## src/rtl/spi_pkg.sv

```systemverilog
// spi_pkg: shared FSM states, SPI mode struct and counter-width helpers for the SPI master
package spi_pkg;
   typedef enum logic [1:0] {IDLE, SETUP, SHIFT, HOLD} spi_state_e;
   typedef struct packed {
      logic cpol;
      logic cpha;
   } spi_mode_t;
   function automatic int bit_cnt_w(input int data_w);
      return $clog2(2 * data_w + 1);
   endfunction
   function automatic int div_cnt_w(input int clk_div);
      return $clog2(clk_div + 1);
   endfunction
endpackage

```

## src/rtl/spi_sclk_gen.sv

```systemverilog
// spi_sclk_gen: CLK_DIV divider producing leading/trailing edge strobes and an SCLK idling at CPOL
module spi_sclk_gen
   import spi_pkg::*;
#(
   parameter int CLK_DIV = 2
) (
   input  logic clk,
   input  logic rst_n,
   input  logic run,
   input  logic shift_en,
   input  logic cpol,
   output logic tick,
   output logic lead_stb,
   output logic trail_stb,
   output logic sclk
);
   localparam int DIV_W = div_cnt_w(CLK_DIV);
   localparam logic [DIV_W-1:0] DIV_LAST = DIV_W'(CLK_DIV - 1);
   logic [DIV_W-1:0] cnt;
   logic             ph;
   assign tick      = run && cnt == DIV_LAST;
   assign lead_stb  = tick && shift_en && !ph;
   assign trail_stb = tick && shift_en && ph;
   // ph is 1 while SCLK sits at its active (non-CPOL) level
   assign sclk      = cpol ^ ph;
   always_ff @(posedge clk or negedge rst_n) begin
      if (!rst_n) begin
         cnt <= '0;
         ph  <= 1'b0;
      end else begin
         cnt <= (!run || tick) ? '0 : cnt + 1'b1;
         ph  <= run && (ph ^ (lead_stb || trail_stb));
      end
   end
endmodule

```

## src/rtl/spi_master_cfg.sv

```systemverilog
// spi_master_cfg: parametrised SPI master with multi-slave select, run-time CPOL/CPHA and SCLK divider
// Define SPI_LOOPBACK_EN to add the loopback port (receive path samples MOSI instead of MISO).
module spi_master_cfg
   import spi_pkg::*;
#(
   parameter  int DATA_W  = 8,
   parameter  int NUM_SS  = 4,
   parameter  int CLK_DIV = 2,
   localparam int SS_W    = NUM_SS > 1 ? $clog2(NUM_SS) : 1
) (
   input  logic              clk,
   input  logic              rst_n,
   input  logic              start,
   input  logic [SS_W-1:0]   ss_sel,
   input  logic [1:0]        mode,
   input  logic [DATA_W-1:0] data_in,
`ifdef SPI_LOOPBACK_EN
   input  logic              loopback,
`endif
   input  logic              MISO,
   output logic [DATA_W-1:0] data_out,
   output logic              busy,
   output logic              done,
   output logic              sclk,
   output logic              MOSI,
   output logic [NUM_SS-1:0] ss_n
);
   localparam int BC_W = bit_cnt_w(DATA_W);
   localparam logic [BC_W-1:0] LAST_EDGE = BC_W'(2 * DATA_W - 1);
   spi_state_e        state, state_nx;
   spi_mode_t         mode_r;
   logic [SS_W-1:0]   ss_r;
   logic [DATA_W-1:0] tx, rx;
   logic [BC_W-1:0]   edge_cnt;
   logic accept, tick, lead_stb, trail_stb, last_edge, shift_ev, sample_ev, hold_end, rx_bit;
   assign accept    = state == IDLE && start && int'(ss_sel) < NUM_SS;
   assign last_edge = edge_cnt == LAST_EDGE;
   assign hold_end  = state == HOLD && tick;
   // The final trailing edge never shifts, so MOSI keeps the LSB after SHIFT
   assign shift_ev  = mode_r.cpha ? lead_stb : trail_stb && !last_edge;
   assign sample_ev = mode_r.cpha ? trail_stb : lead_stb;
   assign busy      = state != IDLE;
   assign ss_n      = busy ? ~(NUM_SS'(1) << ss_r) : '1;
`ifdef SPI_LOOPBACK_EN
   logic lb_r;
   assign rx_bit = lb_r ? MOSI : MISO;
`else
   assign rx_bit = MISO;
`endif
   spi_sclk_gen #(.CLK_DIV(CLK_DIV)) u_sclk_gen (
      .clk       (clk),
      .rst_n     (rst_n),
      .run       (busy),
      .shift_en  (state == SHIFT),
      .cpol      (mode_r.cpol),
      .tick      (tick),
      .lead_stb  (lead_stb),
      .trail_stb (trail_stb),
      .sclk      (sclk)
   );
   always_ff @(posedge clk or negedge rst_n) begin
      if (!rst_n) state <= IDLE;
      else        state <= state_nx;
   end
   always_comb begin
      state_nx = state;
      case (state)
         IDLE:    state_nx = accept ? SETUP : IDLE;
         SETUP:   state_nx = tick ? SHIFT : SETUP;
         SHIFT:   state_nx = (tick && last_edge) ? HOLD : SHIFT;
         HOLD:    state_nx = tick ? IDLE : HOLD;
         default: state_nx = IDLE;
      endcase
   end
   always_ff @(posedge clk or negedge rst_n) begin
      if (!rst_n) begin
         mode_r   <= '0;
         ss_r     <= '0;
         tx       <= '0;
         rx       <= '0;
         edge_cnt <= '0;
         MOSI     <= 1'b0;
         data_out <= '0;
         done     <= 1'b0;
`ifdef SPI_LOOPBACK_EN
         lb_r     <= 1'b0;
`endif
      end else begin
         done <= hold_end;
         if (accept) begin
            mode_r   <= spi_mode_t'(mode);
            ss_r     <= ss_sel;
            // CPHA=0 presents the MSB during SETUP, so the register starts one bit ahead
            tx       <= mode[0] ? data_in : data_in << 1;
            MOSI     <= data_in[DATA_W-1];
            rx       <= '0;
            edge_cnt <= '0;
`ifdef SPI_LOOPBACK_EN
            lb_r     <= loopback;
`endif
         end else begin
            if (shift_ev) begin
               MOSI <= tx[DATA_W-1];
               tx   <= tx << 1;
            end
            if (sample_ev) rx <= {rx[DATA_W-2:0], rx_bit};
            if (lead_stb || trail_stb) edge_cnt <= edge_cnt + 1'b1;
            if (hold_end) data_out <= rx;
         end
      end
   end
endmodule

```

## config.mk

```make
export PLATFORM = sky130hd
export DESIGN_NAME = spi_master_cfg
export DESIGN_NICKNAME = d
export VERILOG_FILES = /design/src/rtl/spi_pkg.sv /design/src/rtl/spi_sclk_gen.sv /design/src/rtl/spi_master_cfg.sv
export SDC_FILE = /design/constraint.sdc
export NUM_CORES = 1
export LEC_CHECK = 0
export CAP_MARGIN = 10
export CORE_AREA = 3 3 68 70
export DETAILED_ROUTE_END_ITERATION = 6
export DIE_AREA = 0 0 71 73
export GPL_TIMING_DRIVEN = 0
export PLACE_DENSITY_LB_ADDON = 0.12
export SLEW_MARGIN = 10
export SYNTH_ARGS = -nofsm -noshare
export SYNTH_HDL_FRONTEND = slang
export SYNTH_SLANG_ARGS = --single-unit
```

## constraint.sdc

```tcl
create_clock -name clk -period 1.8 [get_ports clk]
set_input_delay 0.36 -clock clk [delete_from_list [all_inputs] [get_ports clk]]
set_output_delay 0.36 -clock clk [all_outputs]
set_load 0.005 [all_outputs]
```

Word level (Yosys, flattened, before mapping) --
Index checks and enable logic that the tools add are counted.
Storage, ports and cells: register bits after elaboration 40, input bits 16, output and inout port bits 16, word-level logic and storage cells 62
Operators by class: add/subtract/negate cells 2, eq/ne operators 5, shift operators 1, mux-type cells 18, bitwise operators 4, reductions and logical operators 20
Operator list (number):
- 2-to-1 mux 8 bit | 5
- 2-to-1 mux 5 bit | 2
- logical AND 1 bit | 9
- case mux 2 bit (4 select lines) | 1
- nonzero test 2 bit | 4
- 2-to-1 mux 1 bit | 6
- 2-to-1 mux 2 bit | 3
- adder 5 x 1 -> 5 bit (second input constant) | 1
- equality test 5 x 4 -> 1 bit (second input constant) | 1
- equality test 2 x 1 -> 1 bit (second input constant) | 2
- equality test 2 bit (second input constant) | 2
- 2-to-1 mux 4 bit | 1
- NOT 4 bit | 1
- left shift 1 x 2 -> 4 bit (first input constant) | 1
- zero test 1 bit | 3
- adder 2 x 1 -> 2 bit (second input constant) | 1
- zero test 2 bit | 1
- logical OR 1 bit | 2
- AND reduction 2 bit | 1
- bitwise XOR 1 bit | 2
- NOT 1 bit | 1

Depth between registers and ports, before layout --
Gate-level depths: netlist of run 1.
depth after elaboration 8, depth in mapped cells 10, gate-level depth less buffers 8

Cells and area by module --
From an unflattened synthesis of run 1, not the netlist that was laid out.
Second synthesis, totals: cell total of the unflattened synthesis 164, area, all modules 1939.4 um^2
Modules (own cells, without submodules):
- spi_master_cfg | instances 1, cells an instance 150, area an instance 1765.4 um^2, sequential area each 925.9 um^2
- spi_sclk_gen | instances 1, cells an instance 14, area an instance 173.9 um^2, sequential area each 75.1 um^2

Worst setup path after synthesis of run 1 --
OpenSTA, ideal clock, no wires.
kind reg-to-reg, from reg u_sclk_gen.cnt[1], to reg tx[1], library setup time 130 ps, data arrival time 1825 ps, required time 1670 ps, path slack -156 ps, stages on the path, launching flop included 10, path buffers 1, period minus slack after synthesis 1956 ps, cell sequence dfrtp_1 > inv_1 > ha_1 > nand2_1 > nor2_1 > ha_1 > or3b_1 > buf_6 > a31oi_1 > a22oi_1
Between the ends: cells in the longest elaborated chain, start to end 7, elaborated cells between the ends (all ways) 8, classes of those cells eq/ne: 1; mux: 1; reduce/logical: 6
Ends and longest elaborated chain:
- start, declared | line spi_sclk_gen.sv:19 | logic [DIV_W-1:0] cnt;
- start signal, assigned | line spi_sclk_gen.sv:31 | cnt <= (!run || tick) ? '0 : cnt + 1'b1;
- equality test 2 x 1 -> 1 bit * | line spi_sclk_gen.sv:21 | assign tick = run && cnt == DIV_LAST;
- logical AND 1 bit * | line spi_sclk_gen.sv:21
- logical AND 1 bit * | line spi_sclk_gen.sv:22, spi_sclk_gen.sv:23
- logical AND 1 bit | line spi_sclk_gen.sv:23 | assign trail_stb = tick && shift_en && ph;
- logical AND 1 bit | line spi_master_cfg.sv:40 | assign shift_ev = mode_r.cpha ? lead_stb : trail_stb && !last_edge;
- 2-to-1 mux 1 bit * | line spi_master_cfg.sv:40
- nonzero test 2 bit (no source line) *
- end signal, assigned | line spi_master_cfg.sv:94 | tx <= mode[0] ? data_in : data_in << 1;
- end signal, assigned | line spi_master_cfg.sv:104 | tx <= tx << 1;
- end, declared | line spi_master_cfg.sv:33 | logic [DATA_W-1:0] tx, rx;
Mark *: on every way between the ends. The rest lies on a longest branch, timed or not. A chain may end at the register's enable or synchronous reset.

Worst setup path in the final report of run 1 --
from reg u_sclk_gen.cnt[1], to reg tx[6]
Same word-level chain as after synthesis.

==> results of run 1 <==
## flip-flops by register name, indices dropped and copies added, names as in the netlist
register and count:
u_sclk_gen.ph 1, mode_r 2, tx 8, MOSI 1
edge_cnt 5, ss_r 2, rx 8, data_out 8
done 1, u_sclk_gen.cnt 2, state 2
## report_power, final
group | switching, mW | internal (mW) | total [mW]
Combinational | 0.695 | 1.03 | 1.73
Clock | 0.322 | 0.310 | 0.632
Sequential | 0.268 | 1.27 | 1.54
## kinds of logic (layout without fill, tap and decap cells)
group | after synthesis | after routing
muxes | 28 | 28
DFF | 40 | 40
buffers and inverters | 15 | 70
AOI/OAI and AO/OA | 34 | 34
adders and majority gates | 5 | 5
and+or+nand+nor | 38 | 38
xor gates and xnor gates | 4 | 4
## worst reg2reg max path, stage by stage (launching register included)
cell and delay [ns]:
dfrtp_1 0.39, inv_2 0.07, ha_4 0.12, nand2_2 0.05, nor2_4 0.13, ha_4 0.15, or3b_4 0.40, buf_8 0.17
a31oi_4 0.14, a22oi_2 0.10
## cells in the mapped netlist (2+ instances only)
cell type	instances	area share (%)
buf_2	3	0.79
nand3_1	5	1.3
clkbuf_2	2	0.52
nor3_1	2	0.52
o21ai_0	13	3.4
or3_1	2	0.66
mux2_2	12	7.1
buf_6	4	2.4
a31oi_1	8	2.6
xor2_1	3	1.4
a22oi_1	7	2.8
dfrtp_1	40	52
nor2_1	16	3.1
inv_1	5	0.98
a21oi_1	3	0.79
ha_1	5	3.3
mux2i_1	15	7.9
nand2_1	6	1.2
## routing by layer
metal,up-vias,share of wire (%)
li1,693,-
met4,0,2.2
met1,712,43
met3,9,4.0
met2,29,50
met5,-,0
## final cells by class
cell class | instances | area (sq um)
timing repair buffer | 48 | 460.4
multi-input combinational | 109 | 1002
fill | 302 | 1295
inverter | 5 | 18.77
clock buffer | 6 | 82.58
sequential | 40 | 1003
tap | 50 | 62.56
buffer | 9 | 88.84
clock inverter | 2 | 15.01
## what timing repair did
item,4_1_cts,5_1_grt
cloned,1,0
hold endpoints to repair,14,0
pin swaps,8,8
resized for setup,19,23
setup endpoints to repair,22,17
setup buffers,9,6
hold buffers,1,0
## how the worst max path moves through the flow
| stage | start | endpoint | slack, ns | cells past startpoint |
|---|---|---|---|---|
| 6_report | u_sclk_gen.cnt[1] | tx[6] | -0.04 | 9 |
| 5_1_grt | u_sclk_gen.cnt[1] | tx[5] | -0.09 | 9 |
| 4_1_cts | edge_cnt[1] | tx[6] | -0.03 | 7 |
| 3_5_place_dp | u_sclk_gen.cnt[1] | tx[6] | -0.20 | 9 |
| 3_3_place_gp | rst_n | data_out[2] | -0.58 | 1 |
| 2_1_floorplan | u_sclk_gen.cnt[1] | tx[1] | -0.03 | 9 |
==> flow_summary.json, run 1 <==
{
  "fin_crit_sh_pct": 102.0,
  "max_cap_violations": 0,
  "portBuffers": 30,
  "antenna_found_initial": 0,
  "final_area_sq_um": 2734,
  "clkSlewWorstSetupHoldPaths_ns": 0.08,
  "grt_busiest_layer": "met2",
  "violations": "negative setup slack",
  "diodes": 0,
  "synth_edf_count": 0,
  "worstPathCellList": "inv_2 > ha_4 > nand2_2 > nor2_4 > ha_4 > or3b_4 > buf_8 > a31oi_4 > a22oi_2",
  "min_from": "mode[0]",
  "setup_viol": 7,
  "drive_gt1_share_pct": 34.25,
  "dr.pass1.iters": 4,
  "async_reset_ff_share_pct": 100.0,
  "area_growth_pct": 43.18,
  "fp.dieW_microns": 71,
  "worst_pin_slew_ns": 0.4473,
  "dpl_cell_area_sq_um": 2307,
  "worst-path-buf-inv": 2,
  "rrSetupSlack_ns": -0.04,
  "path_common_cell": "ha_4",
  "synth_cell_type_count": 31,
  "htreeDepth": 2,
  "fp.dieH_microns": 73,
  "cts_buffers": 5,
  "ff2ff_path_depth": 9,
  "syn_avg_cell_area_sq_um": 11.64,
  "grt_pass1_wl_microns": 6948,
  "cp_data_arrival_time_ns": 2.01,
  "synth_compound_area_share_pct": 11.01,
  "initial_core_util_pct": 47.39,
  "peakVddDrop_mv": 0.8837,
  "cts.sinks": 40,
  "max_stage_delay_ns": 0.40,
  "path_class": "register to register",
  "yosys_warnings": 0,
  "synth-simple-area-share_pct": 10.29,
  "r2r_end": "tx[6]",
  "cpMaxStageDelayCell": "or3b_4",
  "post-route-util_pct": 67.86,
  "layout_common_cells": "dfrtp_1, clkdlybuf4s50_1, mux2i_1",
  "place.gp.congestion": 0.7568,
  "ys.flop_type": "dfrtp_1",
  "outcome": "finished, violations left",
  "vias": 1443,
  "critical-path-top-delay-family": "simple AND/OR/NAND/NOR gates",
  "syn_nets": 185,
  "final_common_cell": "dfrtp_1",
  "synth_xor_area_share_pct": 1.835,
  "fp.dieArea_sq_um": 5183,
  "grt_overflow": 0,
  "grt_pass1_vias": 1502,
  "fin_crit_ns": 1.837,
  "worstHoldPathCells": 3,
  "pre_cts_ws_ns": -0.1997,
  "cp_max_fo": 5,
  "pin_count": 32,
  "slew_headroom_pct": 70.10,
  "dp.cells": 245,
  "synth-seq-cells": 40,
  "worstSetupStartpointType": "register",
  "grt_max_degree": 27,
  "detailed_place_hpwl_microns": 2718,
  "final_cells": 269,
  "pwr_density_cell_nw_per_um2": 1424,
  "syn-instance-count": 164,
  "rsz0062_at_grt": "yes",
  "leakage_nw": 1.231,
  "use_met2_pct": 28.84,
  "ant_nets": 0,
  "cts_tree": "yes",
  "netlist_area_sq_um": 1909,
  "maxSlewViolCount": 0,
  "synthAdderAreaFrac_pct": 3.277,
  "seq_area_frac_synth_pct": 52.42,
  "synth.area.mux_share_pct": 16.12,
  "nets": 239,
  "vias_per_cell": 5.364,
  "worst_hold_path.endpoint": "tx[0]",
  "finalHoldViolCount": 0,
  "fin_hold_ws_ns": 0.3491,
  "clock-skew-final_ns": 0.01027,
  "use_met3_pct": 5.096,
  "grtUsageTotal_pct": 17.44,
  "row_count": 23,
  "clock.fmax_mhz": 544.4,
  "synth_top_family_by_area": "multiplexers",
  "cts_root_buf": "clkbuf_8",
  "clk_latency_ns": 0.30,
  "core_sq_um": 4029,
  "drcViolationCount": 0,
  "met1_usage_pct": 21.15,
  "wire_per_inst_microns": 15.48,
  "p_total_mw": 3.893,
  "setup_tns_ns": -0.1637,
  "drtIter0Drc": 83,
  "routed_wl_microns": 4163,
  "required_ns": 1.97,
  "timing.rr.start": "u_sclk_gen.cnt[1]",
  "fin_ws_ns": -0.03675,
  "hold_path_class": "primary input to register",
  "cts.path.max_buffers": 2,
  "end_kind": "register"
}
(Power assumes the default switching activity.)
==> run 2, diff against run 1 <==
- CORE_AREA: 3 3 68 70 -> 3 3 65 67
- DIE_AREA: 0 0 71 73 -> 0 0 68 70
- SKIP_CTS_REPAIR_TIMING: default -> 1
- clock period: 1.8 -> 2 ns (I/O delays scaled with it)
==> run 2 against run 1 <==
Net effect:
- utilization is essentially flat
- global-route usage fell by 1.6 points
- largest power group is now registers
- first-iteration DRC count is 13% higher
- non-clock buffer count down 11
- clock skew shrank 0.0024 ns
- final area fell by 8.4%
- sequential power decreased by 12%
- final cell count down 4.8%
- routed wire length decreased by 12%
- the run ends with negative hold slack left
==> flow_summary.json, run 2 (synthesis gave the netlist of run 1 again) <==
{
  "outcome": "finished, violations left",
  "violations": "negative hold slack",
  "maxSlewViolCount": 0,
  "final_area_sq_um": 2504,
  "clock.fmax_mhz": 514.3,
  "cts_root_buf": "clkbuf_8",
  "grt_pass1_wl_microns": 5720,
  "pre_cts_ws_ns": -0.1819,
  "vias": 1395,
  "final_common_cell": "dfrtp_1",
  "rrSetupSlack_ns": 0.06,
  "vias_per_cell": 5.449,
  "ff2ff_path_depth": 7,
  "startpoint": "edge_cnt[0]",
  "r2r_end": "tx[7]",
  "leakage_nw": 1.168,
  "htreeDepth": 2,
  "drcViolationCount": 0,
  "grt_max_degree": 29,
  "antenna_found_initial": 0,
  "top_regs": "data_out: 8 flops, rx: 8 flops, tx: 8 flops",
  "nets": 228,
  "hold_path_class": "primary input to async pin",
  "cp_max_fo": 9,
  "initial_core_util_pct": 51.76,
  "required_ns": 2.16,
  "n_fill_cell": 284,
  "p_total_mw": 3.259,
  "clk_latency_ns": 0.29,
  "worst_pin_slew_ns": 0.4654,
  "ant_nets": 0,
  "worstSetupStartpointType": "register",
  "pwr_density_cell_nw_per_um2": 1302,
  "fin_ws_ns": 0.05546,
  "wire_per_inst_microns": 14.28,
  "row_count": 22,
  "cts.sinks": 40,
  "max_cap_violations": 0,
  "layout_common_cells": "dfrtp_1, clkdlybuf4s50_1, mux2i_1",
  "area_growth_pct": 31.13,
  "fin_crit_sh_pct": 97.23,
  "drtIter0Drc": 94,
  "drive_gt1_share_pct": 24.52,
  "dr.pass1.iters": 4,
  "path_class": "register to register",
  "detailed_place_hpwl_microns": 2518,
  "cts_buffers": 5,
  "peakVddDrop_mv": 0.8029,
  "clkSlewWorstSetupHoldPaths_ns": 0.07,
  "pin_count": 32,
  "place.gp.congestion": 0.7893,
  "setup_viol": 0,
  "timing.rr.start": "edge_cnt[0]",
  "routed_wl_microns": 3655,
  "grtUsageTotal_pct": 15.82,
  "slew_headroom_pct": 68.88,
  "clock-skew-final_ns": 0.007839,
  "cp-endpoint": "tx[7]",
  "cp_data_arrival_time_ns": 2.11,
  "fin_crit_ns": 1.945,
  "fp.dieH_microns": 70,
  "grt_overflow": 0,
  "dpl_cell_area_sq_um": 2285,
  "core_sq_um": 3689,
  "fp.dieW_microns": 68,
  "end_kind": "register",
  "diodes": 0,
  "portBuffers": 30,
  "finalHoldViolCount": 2,
  "fp.dieArea_sq_um": 4760,
  "cts.path.max_buffers": 2,
  "fin_hold_ws_ns": -0.002320,
  "cts_tree": "yes",
  "grt_pass1_vias": 1292
}
[run 2: cell types whose count changed in the layout (fill, tap and decap cells not counted), sizes merged]
cell | before | now
dlymetal6s2s | 0 | 4
clkdlybuf4s15 | 1 | 0
buf | 26 | 16
dlygate4sd3 | 1 | 0
clkdlybuf4s50 | 24 | 25
dlygate4sd2 | 4 | 0
[run 2: through the flow]
stage / instances / hold WS [ns] / TNS (ns) / utilization, %
6_report: 256 / -0.002320 / 0 / 67.88
5_1_grt: 256 / 0.005911 / -0.07135 / 67.88
4_1_cts: 251 / -0.004210 / -2.913 / 64.59
3_5_place_dp: 243 / 0.3121 / -1.358 / 61.94
3_3_place_gp: 242 / 0.4284 / -16.69 / 61.53
2_1_floorplan: 164 / 0.1044 / 0 / -
[run 2: where the power goes]
group / leakage (nW) / switching [mW] / internal [mW]
combinational: 0.614 / 0.549 / 0.794
sequential: 0.510 / 0.219 / 1.14
clock: 0.0434 / 0.280 / 0.279
[run 2: how the worst min path moves through the flow]
stage | start | endpoint | cells after the start
6_report | rst_n | tx[5] | 1
5_1_grt | rst_n | tx[5] | 1
4_1_cts | rst_n | u_sclk_gen.cnt[1] | 1
3_5_place_dp | rst_n | tx[5] | 1
3_3_place_gp | u_sclk_gen.cnt[0] | u_sclk_gen.cnt[0] | 1
2_1_floorplan | rst_n | MOSI | 0
[run 2: final cells by class]
cell class	instances	area, sq um	area share [%]
well taps	48	60.06	2.399
clock inverters	2	15.01	0.5997
repair buffers	37	382.9	15.29
inverters	5	18.77	0.7496
clock buffers	6	82.58	3.298
multi-input cells	109	863.3	34.48
plain buffers	9	78.83	3.148
flip-flops and latches	40	1002	40.03
[run 2: critical path: stages (launching register included)]
cell,delay [ns]
dfrtp_1,0.41
ha_2,0.19
and3_1,0.19
ha_2,0.19
or3b_1,0.40
buf_6,0.15
a31oi_2,0.18
a22oi_1,0.10
[run 2: metal layers]
layer	GRT usage [%]	vias up	part of all wire, %
met4	7.285	0	2.0
li1	-	667	-
met5	0	-	0
met1	20.46	688	45
met2	25.16	33	48
met3	2.894	7	4.6
